[src/rtl/sensor_event_fifo_if.sv]
// Sensor-to-controller event handshake bundle for sensor_event_fifo.
// slave = the FIFO, master = the sensor/controller side driving it.
interface sensor_event_fifo_if #(
    parameter int ADDR_W = 4,
    parameter int DEPTH  = 8,
    parameter int DROP_W = 8
);
    localparam int CNT_W = $clog2(DEPTH) + 1;

    logic              in_valid;
    logic [ADDR_W-1:0] in_addr;
    logic              in_ready;
    logic              event_received;
    logic [ADDR_W-1:0] event_addr;
    logic              event_ack;
    logic [CNT_W-1:0]  count;
    logic              overflow;
    logic [DROP_W-1:0] drop_count;
    logic              clear_stats;

    modport slave (
        input  in_valid, in_addr, event_ack, clear_stats,
        output in_ready, event_received, event_addr, count, overflow, drop_count
    );

    modport master (
        output in_valid, in_addr, event_ack, clear_stats,
        input  in_ready, event_received, event_addr, count, overflow, drop_count
    );
endinterface

[src/rtl/sensor_event_fifo.sv]
// First-word-fall-through event queue between the sensor and the SNN controller,
// with sticky overflow flag and saturating drop counter for debug.
module sensor_event_fifo #(
    parameter int ADDR_W = 4,
    parameter int DEPTH  = 8,
    parameter int DROP_W = 8
) (
    input  logic                clock,
    input  logic                reset,
    sensor_event_fifo_if.slave  bus
);
    localparam int PTR_W = $clog2(DEPTH);
    localparam int CNT_W = PTR_W + 1;

    logic [ADDR_W-1:0] mem [DEPTH];
    logic [PTR_W-1:0]  wr_ptr;
    logic [PTR_W-1:0]  rd_ptr;
    logic [CNT_W-1:0]  cnt;
    logic              ovf;
    logic [DROP_W-1:0] drops;

    logic not_full;
    logic not_empty;
    logic push;
    logic pop;
    logic drop;

    // Flags come from registered occupancy only, so no input reaches an output combinationally.
    assign not_full  = (cnt != CNT_W'(DEPTH));
    assign not_empty = (cnt != '0);
    assign push      = bus.in_valid & not_full;
    assign pop       = bus.event_ack & not_empty;
    assign drop      = bus.in_valid & ~not_full;

    assign bus.in_ready       = not_full;
    assign bus.event_received = not_empty;
    assign bus.event_addr     = not_empty ? mem[rd_ptr] : '0;
    assign bus.count          = cnt;
    assign bus.overflow       = ovf;
    assign bus.drop_count     = drops;

    // Storage is left uncleared on reset; the count gates every read.
    always_ff @(posedge clock) begin
        if (push) mem[wr_ptr] <= bus.in_addr;
    end

    always_ff @(posedge clock or posedge reset) begin
        if (reset) begin
            wr_ptr <= '0;
            rd_ptr <= '0;
            cnt    <= '0;
        end else begin
            if (push) wr_ptr <= wr_ptr + PTR_W'(1);
            if (pop)  rd_ptr <= rd_ptr + PTR_W'(1);
            case ({push, pop})
                2'b10:   cnt <= cnt + CNT_W'(1);
                2'b01:   cnt <= cnt - CNT_W'(1);
                default: cnt <= cnt;
            endcase
        end
    end

    // Clear takes priority over a drop in the same cycle.
    always_ff @(posedge clock or posedge reset) begin
        if (reset) begin
            ovf   <= 1'b0;
            drops <= '0;
        end else if (bus.clear_stats) begin
            ovf   <= 1'b0;
            drops <= '0;
        end else if (drop) begin
            ovf <= 1'b1;
            if (drops != '1) drops <= drops + DROP_W'(1);
        end
    end
endmodule

[src/flat_wrapper.sv]
// flat-port wrapper written by rule: the top's interface ports become plain ports
module sensor_event_fifo_flat 
#(
    parameter int ADDR_W = 4,
    parameter int DEPTH  = 8,
    parameter int DROP_W = 8
)
  (clock, reset, bus_in_valid, bus_in_addr, bus_event_ack, bus_clear_stats, bus_in_ready, bus_event_received, bus_event_addr, bus_count, bus_overflow, bus_drop_count);
  sensor_event_fifo_if #(.ADDR_W(ADDR_W), .DEPTH(DEPTH), .DROP_W(DROP_W)) bus_i ();
  input  logic clock;
  input  logic reset;
  input wire logic [$bits(bus_i.in_valid)-1:0] bus_in_valid;
  input wire logic [$bits(bus_i.in_addr)-1:0] bus_in_addr;
  input wire logic [$bits(bus_i.event_ack)-1:0] bus_event_ack;
  input wire logic [$bits(bus_i.clear_stats)-1:0] bus_clear_stats;
  output wire logic [$bits(bus_i.in_ready)-1:0] bus_in_ready;
  output wire logic [$bits(bus_i.event_received)-1:0] bus_event_received;
  output wire logic [$bits(bus_i.event_addr)-1:0] bus_event_addr;
  output wire logic [$bits(bus_i.count)-1:0] bus_count;
  output wire logic [$bits(bus_i.overflow)-1:0] bus_overflow;
  output wire logic [$bits(bus_i.drop_count)-1:0] bus_drop_count;
  assign bus_i.in_valid = bus_in_valid;
  assign bus_i.in_addr = bus_in_addr;
  assign bus_i.event_ack = bus_event_ack;
  assign bus_i.clear_stats = bus_clear_stats;
  assign bus_in_ready = bus_i.in_ready;
  assign bus_event_received = bus_i.event_received;
  assign bus_event_addr = bus_i.event_addr;
  assign bus_count = bus_i.count;
  assign bus_overflow = bus_i.overflow;
  assign bus_drop_count = bus_i.drop_count;
  sensor_event_fifo #(.ADDR_W(ADDR_W), .DEPTH(DEPTH), .DROP_W(DROP_W)) u_core (.clock(clock), .reset(reset), .bus(bus_i));
endmodule
[config.mk]
export PLATFORM = sky130hd
export DESIGN_NAME = sensor_event_fifo_flat
export DESIGN_NICKNAME = d
export VERILOG_FILES = /design/src/rtl/sensor_event_fifo_if.sv /design/src/rtl/sensor_event_fifo.sv /design/src/flat_wrapper.sv
export SDC_FILE = /design/constraint.sdc
export NUM_CORES = 1
export LEC_CHECK = 0
export CORE_MARGIN = 1
export CORE_UTILIZATION = 50
export DETAILED_ROUTE_END_ITERATION = 7
export PLACE_DENSITY_LB_ADDON = 0.3
export SKIP_LAST_GASP = 1
export SYNTH_ARGS = -nofsm -noshare
export SYNTH_HDL_FRONTEND = slang
export SYNTH_SLANG_ARGS = --single-unit
[constraint.sdc]
create_clock -name clock -period 2.9 [get_ports clock]
set_input_delay 0.87 -clock clock [delete_from_list [all_inputs] [get_ports clock]]
set_output_delay 0.87 -clock clock [all_outputs]
set_load 0.02 [all_outputs]
==> impl_metrics.env <==
export IMPL_timing_critical_path_from="u_core.bus.count[0]"
export IMPL_grt_ovfl_total=0
export IMPL_crit_fanout=7
export IMPL_vdd_drop_max_mv=0.4524
export IMPL_cap_violations=0
export IMPL_post_place_cells=240
export IMPL_syn_inst=157
export IMPL_drc=0
export IMPL_pwr_share_seq=0.438
export IMPL_final_cells=248
export IMPL_comb_power_share=0.369
export IMPL_synthFlopType="edfxtp_1"
export IMPL_cts_sinks=51
export IMPL_grt_pass1_wl_mm=6.913
export IMPL_ys_ff_latch=51
export IMPL_wl_per_cell_um=16.21
export IMPL_grt_pass1_vias=1420
export IMPL_arrival_ns=1.91
export IMPL_drtIter0Drc=68
export IMPL_r2r_start="u_core.bus.count[0]"
export IMPL_synth_avg_cell_area_sq_um=14.32
export IMPL_maxSlewHeadroom=0.5132
export IMPL_core_sq_um=4324
export IMPL_critPathLaunchType="register"
export IMPL_hold_ws_ns=0.5454
export IMPL_path_class="register to output pin"
export IMPL_synth_top_area_cell="edfxtp_1"
export IMPL_synth_area_leaders="edfxtp_1 43%, dfrtp_1 21%, mux4_2 8.0%"
export IMPL_internal_power_uw=1654
export IMPL_drive_gt1_frac=0.1378
export IMPL_ant_nets=0
export IMPL_ys_seq_area_frac=0.6388
export IMPL_dieWidth_um=69.06
export IMPL_hold_end="u_core.wr_ptr[0]"
export IMPL_cts_buffer_depth=2
export IMPL_rrSetupSlack_ns=0.33
export IMPL_tightest_slew_ns=0.7294
export IMPL_min_from="u_core.wr_ptr[0]"
export IMPL_p_leak_uw=0.001048
export IMPL_firstDrtPassIters=4
export IMPL_dieArea_sq_um=4769
export IMPL_ff2ff_path_depth=9
export IMPL_ys_warn_count=0
export IMPL_ctsResizeCount=4
export IMPL_fillers=332
export IMPL_num_vias=1387
export IMPL_htree_levels=2
export IMPL_fin_area_sq_um=2745
export IMPL_cts_setup_buffers=0
export IMPL_die_y_um=69.06
export IMPL_nets=210
export IMPL_cts_tree="built"
export IMPL_grt_max_degree=20
export IMPL_swShare=0.3343
export IMPL_cts_buffers=5
export IMPL_whs_path_depth=2
export IMPL_crit_required_ns=2.03
export IMPL_cts_root_buffer="clkbuf_8"
export IMPL_gp_congestion=0.8725
export IMPL_synthToLayoutAreaGrowth_pct=22.09
export IMPL_hold_viol_final=0
export IMPL_wirelength_mm=4.021
export IMPL_antenna_found_initial=0
export IMPL_synth_distinct_cells=34
export IMPL_rsz0062_at_grt="no"
export IMPL_grt_usage=0.1850
export IMPL_power_density_nw_per_um2=905.0
export IMPL_rows=24
export IMPL_r2r_end="u_core.bus.count[3]"
export IMPL_io_buffer_count=27
export IMPL_routed_via_density=5.593
export IMPL_power_uw=2484
export IMPL_slew_viol_final=0
export IMPL_mappedNetlistArea_sq_um=2248
export IMPL_antenna_cells=0
export IMPL_skew_ns=0.006241
export IMPL_setup_violations=0
export IMPL_period_needed_ns=2.780
export IMPL_layout_worst_path_cycle_share=0.9587
export IMPL_ctsHoldBuffers=0
export IMPL_place_area_sq_um=2640
export IMPL_pwr_share_clk=0.193
export IMPL_setup_tns_ns=0
export IMPL_start_util=0.5200
export IMPL_clk_pin_slew_worst_paths_ns=0.09
export IMPL_worstSetupEndpointType="output pin"
export IMPL_syn_nets=172
export IMPL_async_reset_ff_frac=0.3725
export IMPL_clock_latency_ns=0.29
export IMPL_io_pins=28
export IMPL_dp_hpwl_mm=2.928
export IMPL_synth_edff_count=32
export IMPL_synth_top_area_share=0.4274
export IMPL_fmax_mhz=359.7
export IMPL_outcome="complete, no violations"
export IMPL_power_switching_uw=830.4
export IMPL_hold_path_class="register to register"
[routing by layer]
layer  GRT usage  vias up  routed length, um
li1            -      652                  -
met1      0.2485      686               1775
met2      0.3010       41               1999
met3     0.04094        8                195
met4     0.06122        0                 49
met5           0        -                  0
[worst max-delay path by stage]
stage | to | slack [ns]
2_1_floorplan | u_core.bus.count[3] | 0.12
3_3_place_gp | u_core.bus.count[2] | 0.15
3_5_place_dp | u_core.bus.count[2] | 0.1
4_1_cts | bus_event_addr[2] | 0.1
5_1_grt | bus_event_received | 0.008
6_report | bus_event_received | 0.12
[synth_stat cells (4+ instances only)]
cell type / number
edfxtp_1: 32
dfrtp_1: 19
nor2_1: 16
nand2_1: 10
mux4_2: 8
xor2_1: 7
a21oi_1: 6
ha_1: 6
inv_1: 6
mux2i_1: 5
xnor2_1: 4
[state kept, by name, indices dropped and copies added, names as in the netlist]
name / flops
u_core.bus.overflow: 1
u_core.bus.count: 4
u_core.mem: 32
u_core.wr_ptr: 3
u_core.rd_ptr: 3
u_core.bus.drop_count: 8
[power groups by stage]
stage / sequential, uW / clock [uW] / combinational (uW)
2_1_floorplan: 1070 / 0 / 609
3_3_place_gp: 1090 / 0 / 940
3_5_place_dp: 1100 / 0 / 963
5_1_grt: 1110 / 518 / 1010
6_report: 1090 / 478 / 917
4_1_cts: 1090 / 490 / 929
[worst max-delay path, cell delays in order, from the launching register on]
cell and delay [ns]:
dfrtp_1 0.49, nor4_1 0.34, buf_4 0.19, inv_1 0.06
clkdlybuf4s50_1 0.53
[logic make-up (layout without fill, tap and decap cells)]
kind of cell	Yosys count	after routing	synth area share
flops	51	51	0.6388
simple gates	49	49	0.1141
compound gates	15	15	0.04118
mux	15	15	0.1124
xor+xnor	11	11	0.04285
buf+inv	10	49	0.01725
fa+ha+maj	6	6	0.03339
[layout make-up]
| cell class | instances | area, sq um | area share |
|---|---|---|---|
| clock inverter | 2 | 37.54 | 0.01367 |
| tap | 52 | 65.06 | 0.02370 |
| multi-input combinational | 96 | 773.2 | 0.2817 |
| timing repair buffer | 35 | 337.8 | 0.1231 |
| sequential | 51 | 1436 | 0.5232 |
| inverter | 6 | 22.52 | 0.008204 |
| clock buffer | 6 | 72.57 | 0.02644 |
[metrics by stage]
step                setup WS [ns]    util
finish                     0.1197  0.6348
global route             0.007559  0.6348
CTS                       0.09650  0.6348
detailed placement        0.09622  0.6105
global placement           0.1457  0.6105
floorplan                  0.1166       -
[layout by cell type, fill, tap and decap left out, types with 4 or more instances in the layout]
cell type / Yosys / routed
edfxtp_1: 32 / 32
clkdlybuf4s50_1: 0 / 23
dfrtp_1: 19 / 19
nor2_1: 16 / 16
nand2_1: 10 / 10
mux4_2: 8 / 8
xor2_1: 7 / 7
buf_4: 0 / 7
inv_1: 6 / 6
a21oi_1: 6 / 6
ha_1: 6 / 6
mux2i_1: 5 / 5
clkbuf_8: 0 / 5
xnor2_1: 4 / 4
dlygate4sd2_1: 0 / 4
(Power assumes the default switching activity.)
